## src/rtl/ip_cartbus_bridge_if.sv

```systemverilog
// Signal bundle between the MSX cartridge-slot pins, the bridge and its internal req/ack target.
// The master modport is the bridge itself; slave is the environment around it.
interface ip_cartbus_bridge_if #(
  parameter int ADDR_W = 2
) ();
  logic              n_ce;
  logic              n_trd;
  logic              n_twr;
  logic [ADDR_W-1:0] ta;
  logic [7:0]        td_in;
  logic [7:0]        td_out;
  logic              td_oe;
  logic              tdir;
  logic              twait;
  logic              req;
  logic              ack;
  logic              wr;
  logic [ADDR_W-1:0] address;
  logic [7:0]        wdata;
  logic [7:0]        rdata;
  logic              busy;
  logic              timeout_err;

  modport master (
    input  n_ce, n_trd, n_twr, ta, td_in, ack, rdata,
    output td_out, td_oe, tdir, twait, req, wr, address, wdata, busy, timeout_err
  );

  modport slave (
    output n_ce, n_trd, n_twr, ta, td_in, ack, rdata,
    input  td_out, td_oe, tdir, twait, req, wr, address, wdata, busy, timeout_err
  );
endinterface

```

## src/rtl/ip_cartbus_bridge.sv

```systemverilog
// MSX cartridge-slot to internal req/ack bridge: synchronises the slot strobes, issues one
// request per access, stretches the MSX cycle with twait and drives read data back on td.
module ip_cartbus_bridge #(
  parameter int         ADDR_W      = 2,
  parameter int         SYNC_STAGES = 2,
  parameter int         TIMEOUT     = 255,
  parameter int         TIMEOUT_W   = 8,
  parameter logic [7:0] IDLE_DATA   = 8'hFF
) (
  input  logic               clk,
  input  logic               reset,
  ip_cartbus_bridge_if.master bus
);

  typedef enum logic [1:0] {IDLE, REQ, RDRIVE, RELEASE} state_t;

  localparam logic [TIMEOUT_W-1:0] CNT_LAST = TIMEOUT_W'(TIMEOUT - 1);

  state_t                 state;
  logic [SYNC_STAGES-1:0] ce_sync, rd_sync, wr_sync;
  logic [ADDR_W-1:0]      ta_sync [SYNC_STAGES];
  logic [7:0]             td_sync [SYNC_STAGES];

  logic                   s_ce, s_rd, s_wr;
  logic [ADDR_W-1:0]      s_ta;
  logic [7:0]             s_td;
  logic                   active, conflict, act_prev, act_rise;
  logic [TIMEOUT_W-1:0]   cnt;

  logic                   req_r, wr_r, td_oe_r, twait_r, busy_r, err_r;
  logic [ADDR_W-1:0]      address_r;
  logic [7:0]             wdata_r, td_out_r;

  // Synchroniser chains; left unreset so they reflect the pins as soon as reset is released.
  always_ff @(posedge clk) begin
    ce_sync    <= {ce_sync[SYNC_STAGES-2:0], ~bus.n_ce};
    rd_sync    <= {rd_sync[SYNC_STAGES-2:0], ~bus.n_trd};
    wr_sync    <= {wr_sync[SYNC_STAGES-2:0], ~bus.n_twr};
    ta_sync[0] <= bus.ta;
    td_sync[0] <= bus.td_in;
    for (int i = 1; i < SYNC_STAGES; i++) begin
      ta_sync[i] <= ta_sync[i-1];
      td_sync[i] <= td_sync[i-1];
    end
  end

  assign s_ce = ce_sync[SYNC_STAGES-1];
  assign s_rd = rd_sync[SYNC_STAGES-1];
  assign s_wr = wr_sync[SYNC_STAGES-1];
  assign s_ta = ta_sync[SYNC_STAGES-1];
  assign s_td = td_sync[SYNC_STAGES-1];

  // Both strobes low counts as "still busy" in the history so that releasing only one of
  // them cannot look like a fresh access.
  assign active   = s_ce & (s_rd ^ s_wr);
  assign conflict = s_ce & s_rd & s_wr;
  assign act_rise = active & ~act_prev;

  always_ff @(posedge clk) begin
    if (reset) begin
      state     <= IDLE;
      act_prev  <= 1'b1;
      cnt       <= '0;
      req_r     <= 1'b0;
      wr_r      <= 1'b0;
      address_r <= '0;
      wdata_r   <= '0;
      td_out_r  <= '0;
      td_oe_r   <= 1'b0;
      twait_r   <= 1'b0;
      busy_r    <= 1'b0;
      err_r     <= 1'b0;
    end else begin
      act_prev <= active | conflict;
      case (state)
        IDLE: begin
          if (act_rise) begin
            address_r <= s_ta;
            wr_r      <= s_wr;
            wdata_r   <= s_td;
            req_r     <= 1'b1;
            twait_r   <= 1'b1;
            busy_r    <= 1'b1;
            cnt       <= '0;
            state     <= REQ;
          end
        end
        REQ: begin
          if (bus.ack) begin
            req_r   <= 1'b0;
            twait_r <= 1'b0;
            if (!wr_r) begin
              td_out_r <= bus.rdata;
              td_oe_r  <= 1'b1;
              state    <= RDRIVE;
            end else begin
              state <= RELEASE;
            end
          end else if (cnt == CNT_LAST) begin
            // Target never answered: free the MSX bus, reads see IDLE_DATA, writes are lost.
            req_r   <= 1'b0;
            twait_r <= 1'b0;
            err_r   <= 1'b1;
            if (!wr_r) begin
              td_out_r <= IDLE_DATA;
              td_oe_r  <= 1'b1;
              state    <= RDRIVE;
            end else begin
              state <= RELEASE;
            end
          end else begin
            cnt <= cnt + 1'b1;
          end
        end
        RDRIVE: begin
          if (!s_ce || !s_rd) begin
            td_oe_r <= 1'b0;
            busy_r  <= 1'b0;
            state   <= IDLE;
          end
        end
        RELEASE: begin
          if (!active) begin
            busy_r <= 1'b0;
            state  <= IDLE;
          end
        end
        default: state <= IDLE;
      endcase
    end
  end

  assign bus.req         = req_r;
  assign bus.wr          = wr_r;
  assign bus.address     = address_r;
  assign bus.wdata       = wdata_r;
  assign bus.td_out      = td_out_r;
  assign bus.td_oe       = td_oe_r;
  assign bus.tdir        = td_oe_r;
  assign bus.twait       = twait_r;
  assign bus.busy        = busy_r;
  assign bus.timeout_err = err_r;

endmodule

```

## src/flat_wrapper.sv

```systemverilog
// flat-port wrapper written by rule: the top's interface ports become plain ports
module ip_cartbus_bridge_flat 
#(
  parameter int         ADDR_W      = 2,
  parameter int         SYNC_STAGES = 2,
  parameter int         TIMEOUT     = 255,
  parameter int         TIMEOUT_W   = 8,
  parameter logic [7:0] IDLE_DATA   = 8'hFF
)
  (clk, reset, bus_n_ce, bus_n_trd, bus_n_twr, bus_ta, bus_td_in, bus_ack, bus_rdata, bus_td_out, bus_td_oe, bus_tdir, bus_twait, bus_req, bus_wr, bus_address, bus_wdata, bus_busy, bus_timeout_err);
  ip_cartbus_bridge_if #(.ADDR_W(ADDR_W)) bus_i ();
  input  logic clk;
  input  logic reset;
  input wire logic [$bits(bus_i.n_ce)-1:0] bus_n_ce;
  input wire logic [$bits(bus_i.n_trd)-1:0] bus_n_trd;
  input wire logic [$bits(bus_i.n_twr)-1:0] bus_n_twr;
  input wire logic [$bits(bus_i.ta)-1:0] bus_ta;
  input wire logic [$bits(bus_i.td_in)-1:0] bus_td_in;
  input wire logic [$bits(bus_i.ack)-1:0] bus_ack;
  input wire logic [$bits(bus_i.rdata)-1:0] bus_rdata;
  output wire logic [$bits(bus_i.td_out)-1:0] bus_td_out;
  output wire logic [$bits(bus_i.td_oe)-1:0] bus_td_oe;
  output wire logic [$bits(bus_i.tdir)-1:0] bus_tdir;
  output wire logic [$bits(bus_i.twait)-1:0] bus_twait;
  output wire logic [$bits(bus_i.req)-1:0] bus_req;
  output wire logic [$bits(bus_i.wr)-1:0] bus_wr;
  output wire logic [$bits(bus_i.address)-1:0] bus_address;
  output wire logic [$bits(bus_i.wdata)-1:0] bus_wdata;
  output wire logic [$bits(bus_i.busy)-1:0] bus_busy;
  output wire logic [$bits(bus_i.timeout_err)-1:0] bus_timeout_err;
  assign bus_i.n_ce = bus_n_ce;
  assign bus_i.n_trd = bus_n_trd;
  assign bus_i.n_twr = bus_n_twr;
  assign bus_i.ta = bus_ta;
  assign bus_i.td_in = bus_td_in;
  assign bus_i.ack = bus_ack;
  assign bus_i.rdata = bus_rdata;
  assign bus_td_out = bus_i.td_out;
  assign bus_td_oe = bus_i.td_oe;
  assign bus_tdir = bus_i.tdir;
  assign bus_twait = bus_i.twait;
  assign bus_req = bus_i.req;
  assign bus_wr = bus_i.wr;
  assign bus_address = bus_i.address;
  assign bus_wdata = bus_i.wdata;
  assign bus_busy = bus_i.busy;
  assign bus_timeout_err = bus_i.timeout_err;
  ip_cartbus_bridge #(.ADDR_W(ADDR_W), .SYNC_STAGES(SYNC_STAGES), .TIMEOUT(TIMEOUT), .TIMEOUT_W(TIMEOUT_W), .IDLE_DATA(IDLE_DATA)) u_core (.clk(clk), .reset(reset), .bus(bus_i));
endmodule
```

## config.mk

```make
export PLATFORM = sky130hd
export DESIGN_NAME = ip_cartbus_bridge_flat
export DESIGN_NICKNAME = d
export VERILOG_FILES = /design/src/rtl/ip_cartbus_bridge_if.sv /design/src/rtl/ip_cartbus_bridge.sv /design/src/flat_wrapper.sv
export SDC_FILE = /design/constraint.sdc
export NUM_CORES = 1
export LEC_CHECK = 0
export BUFFER_PORTS_ARGS = -buffer_cell sky130_fd_sc_hd__buf_4
export CORE_AREA = 2 2 90 92
export DETAILED_ROUTE_END_ITERATION = 6
export DIE_AREA = 0 0 92 94
export PLACE_DENSITY_LB_ADDON = 0.05
export REMOVE_ABC_BUFFERS = 1
export SLEW_MARGIN = 10
export SYNTH_ARGS = -nofsm -noshare
export SYNTH_HDL_FRONTEND = slang
export SYNTH_SLANG_ARGS = --single-unit
```

## constraint.sdc

```tcl
create_clock -name clk -period 3.3 [get_ports clk]
set_clock_uncertainty 0.1 [all_clocks]
set_input_delay 0.99 -clock clk [delete_from_list [all_inputs] [get_ports clk]]
set_output_delay 0.99 -clock clk [all_outputs]
set_load 0.05 [all_outputs]
```

==> out/qor.yml <==
status: "finished, final reports clean"
holdBufCountCts: 0
finalHoldViolCount: 0
cts_made_buffers: 9
netlist_instances: 212
seq_area_frac_synth: 0.541
tns_ns: 0
start_kind: "register"
worstPathArrival_ns: 2.47
clockBufferDepth: 2
ys_types: 45
setup_viol: 0
cp_slowest_cell: "o41a_1"
htree_levels: 3
grtUsageTotal: 0.119
fin_util: 0.376
ys.flop_type: "dfxtp_1"
antenna_found_initial: 0
crit_top_cell: "inv_1"
peakVddDrop_mv: 0.297
port_buffers: 48
initial_core_util: 0.292
drc_errors: 0
hpwl_mm: 3.30
vias: 1686
whs_endpoint: "u_core.ta_sync[1][1]$_DFF_P_"
core_um2: 7610
synth_enable_flop_cells: 0
gp_congestion: 0.761
holdCritPathClass: "register to register"
fmax_mhz: 431
slew_headroom: 0.563
crit_path_max_incr_delay_ns: 0.44
crit_path_end_kind: "register"
hold_ws_ns: 0.228
r2r.worst_path.cells: 6
post-cts-setup-buffer-count: 0
yosysTopAreaCellShare: 0.541
drive_gt1_frac: 0.278
r2r-start: "u_core.state[1]$_SDFFE_PP0P_"
antenna_cells: 0
overflow: 0
areaGrowthSynthToFinish_pct: 29.0
grt_pass1_wl_mm: 7.94
syn_area_per_cell_um2: 10.5
clock-root-buffer: "clkbuf_8"
min_from: "u_core.ta_sync[0][1]$_DFF_P_"
cp_max_fo: 15
wl_mm: 4.94
drt_iter0_drc: 27
worstMarginPinSlew_ns: 0.649
required_ns: 3.44
clk-insertion-delay-late_ns: 0.33
syn_area_um2: 2220
dieArea_um2: 8650
cap_violations: 0
die_h_um: 94
leakage_nw: 1.14
wl_per_cell_um: 13.4
min_period_ns: 2.32
hold_path_depth: 0
ys_top_cells_by_area: "dfxtp_1 (54%), mux2i_1 (5.4%), ha_1 (3.9%)"
reg2reg_slack_ns: 0.98
synth_area_leader_cell: "dfxtp_1"
die_x_um: 92
ios: 49
ys_warn_count: 0
power_w: 0.00202
grt_max_degree: 38
tritoncts: "done"
powerDensity_nw_per_um2: 705
async_flop_share: 0
cts_resized: 0
cp_cell_sequence: "inv_1, ha_1, inv_1, a2bb2oi_2, o41a_1, a311oi_1"
rows: 32
slew_viol_final: 0
cts.reportedPaths.clkPinSlew_ns: 0.07
route.antenna.remaining_nets: 0
post-route-period-util: 0.704
cts_num_sinks: 60
via_per_inst: 4.58
grt_pass1_vias: 1622
first_pass_iters: 4
rsz0062_at_grt: "no"
synth-seq-cells: 60
path_class: "register to register"
rr_endpoint: "u_core.cnt[5]$_SDFFE_PP0P_"
nets: 292
metal layers:
metal  GRT usage  up-vias  share of wire
li1            -      854              -
met1       0.150      778           0.48
met2       0.187       46           0.45
met3      0.0297        8          0.053
met4      0.0634        0          0.015
met5           0        -              0
per-stage QoR:
stage,cells,setup WS [ns],cell area [um^2]
global placement,352,0.963,2660
detailed placement,352,0.921,2660
global route,368,0.732,2860
finish,368,0.978,2860
CTS,368,0.936,2860
floorplan,200,1.16,2160
state kept, by name, indices dropped and copies added, names as in the netlist:
signal and flops:
u_core.cnt 8, u_core.ce_sync 2, u_core.td_sync 16, u_core.act_prev 1, u_core.bus.address 2, u_core.bus.timeout_err 1
u_core.bus.wr 1, u_core.ta_sync 4, u_core.bus.td_oe 1, u_core.state 2, u_core.rd_sync 2, u_core.bus.wdata 8
u_core.bus.td_out 8, u_core.bus.busy 1, u_core.bus.req 1, u_core.wr_sync 2
synthesized netlist by cell type, types with 2 or more instances:
library cell  count
dfxtp_1          60
a21oi_1          17
nor2_1           17
mux2i_1          12
inv_1            10
nor3_1           10
nor4b_1           8
clkbuf_1          7
ha_1              7
o21ai_0           6
nand2b_1          5
a311oi_1          4
a31oi_1           4
nand2_1           4
and3_1            3
buf_4             3
buf_2             2
nand3_1           2
nand4_1           2
nand4b_1          2
nor2b_1           2
o31ai_1           2
area by class of cell:
cell class | instances | area [um^2]
fillers | 800 | 4740
flip-flops and latches | 60 | 1200
multi-input cells | 129 | 918
repair buffers | 50 | 375
well taps | 102 | 128
clock buffers | 9 | 124
clock inverters | 7 | 76.3
inverters | 11 | 41.3
report_power, final:
| part | internal [W] | switching (W) |
|---|---|---|
| sequential | 0.000784 | 0.0000357 |
| combinational | 0.000198 | 0.000341 |
| clock | 0.000352 | 0.000307 |
critical path: cells and delay by family, from the launching register on:
kind,cells,cell delay [ns]
AO/OA/AOI/OAI,3,0.97
buffers and inverters,2,0.44
adder cells (fa/ha/maj),1,0.38
flip-flops,1,0.34
cell usage in the layout (no fill, tap or decap), types with 2 or more instances in the layout:
cell,instances
a21oi_1,17
a311oi_1,4
a31oi_1,4
and3_1,3
buf_4,50
clkbuf_8,9
clkinv_4,2
clkinvlp_4,2
dfxtp_1,60
ha_1,7
inv_1,10
mux2i_1,12
nand2_1,4
nand2b_1,5
nand3_1,2
nand4_1,2
nand4b_1,2
nor2_1,17
nor2b_1,2
nor3_1,10
nor4b_1,8
o21ai_0,6
o31ai_1,2
logic make-up after synthesis:
kind of cell | share of synthesized area
simple gates | 0.183
flops | 0.541
compound gates | 0.121
buf+inv | 0.0451
mux | 0.0592
fa+ha+maj | 0.0395
xor+xnor | 0.0113
how the worst max path moves through the flow:
stage | from | to | slack, ns | depth (start not counted)
after CTS | u_core.bus.wr$_SDFFE_PP0P_ | bus_wr | 0.94 | 1
after detailed placement | bus_ack | u_core.cnt[3]$_SDFFE_PP0P_ | 0.92 | 5
final | u_core.state[1]$_SDFFE_PP0P_ | u_core.cnt[5]$_SDFFE_PP0P_ | 0.98 | 6
after floorplan | bus_ack | u_core.cnt[1]$_SDFFE_PP0P_ | 1.16 | 4
after global routing | u_core.state[1]$_SDFFE_PP0P_ | u_core.cnt[5]$_SDFFE_PP0P_ | 0.73 | 6
after global placement | u_core.state[1]$_SDFFE_PP0P_ | u_core.cnt[3]$_SDFFE_PP0P_ | 0.96 | 6
(Power assumes the default switching activity.)
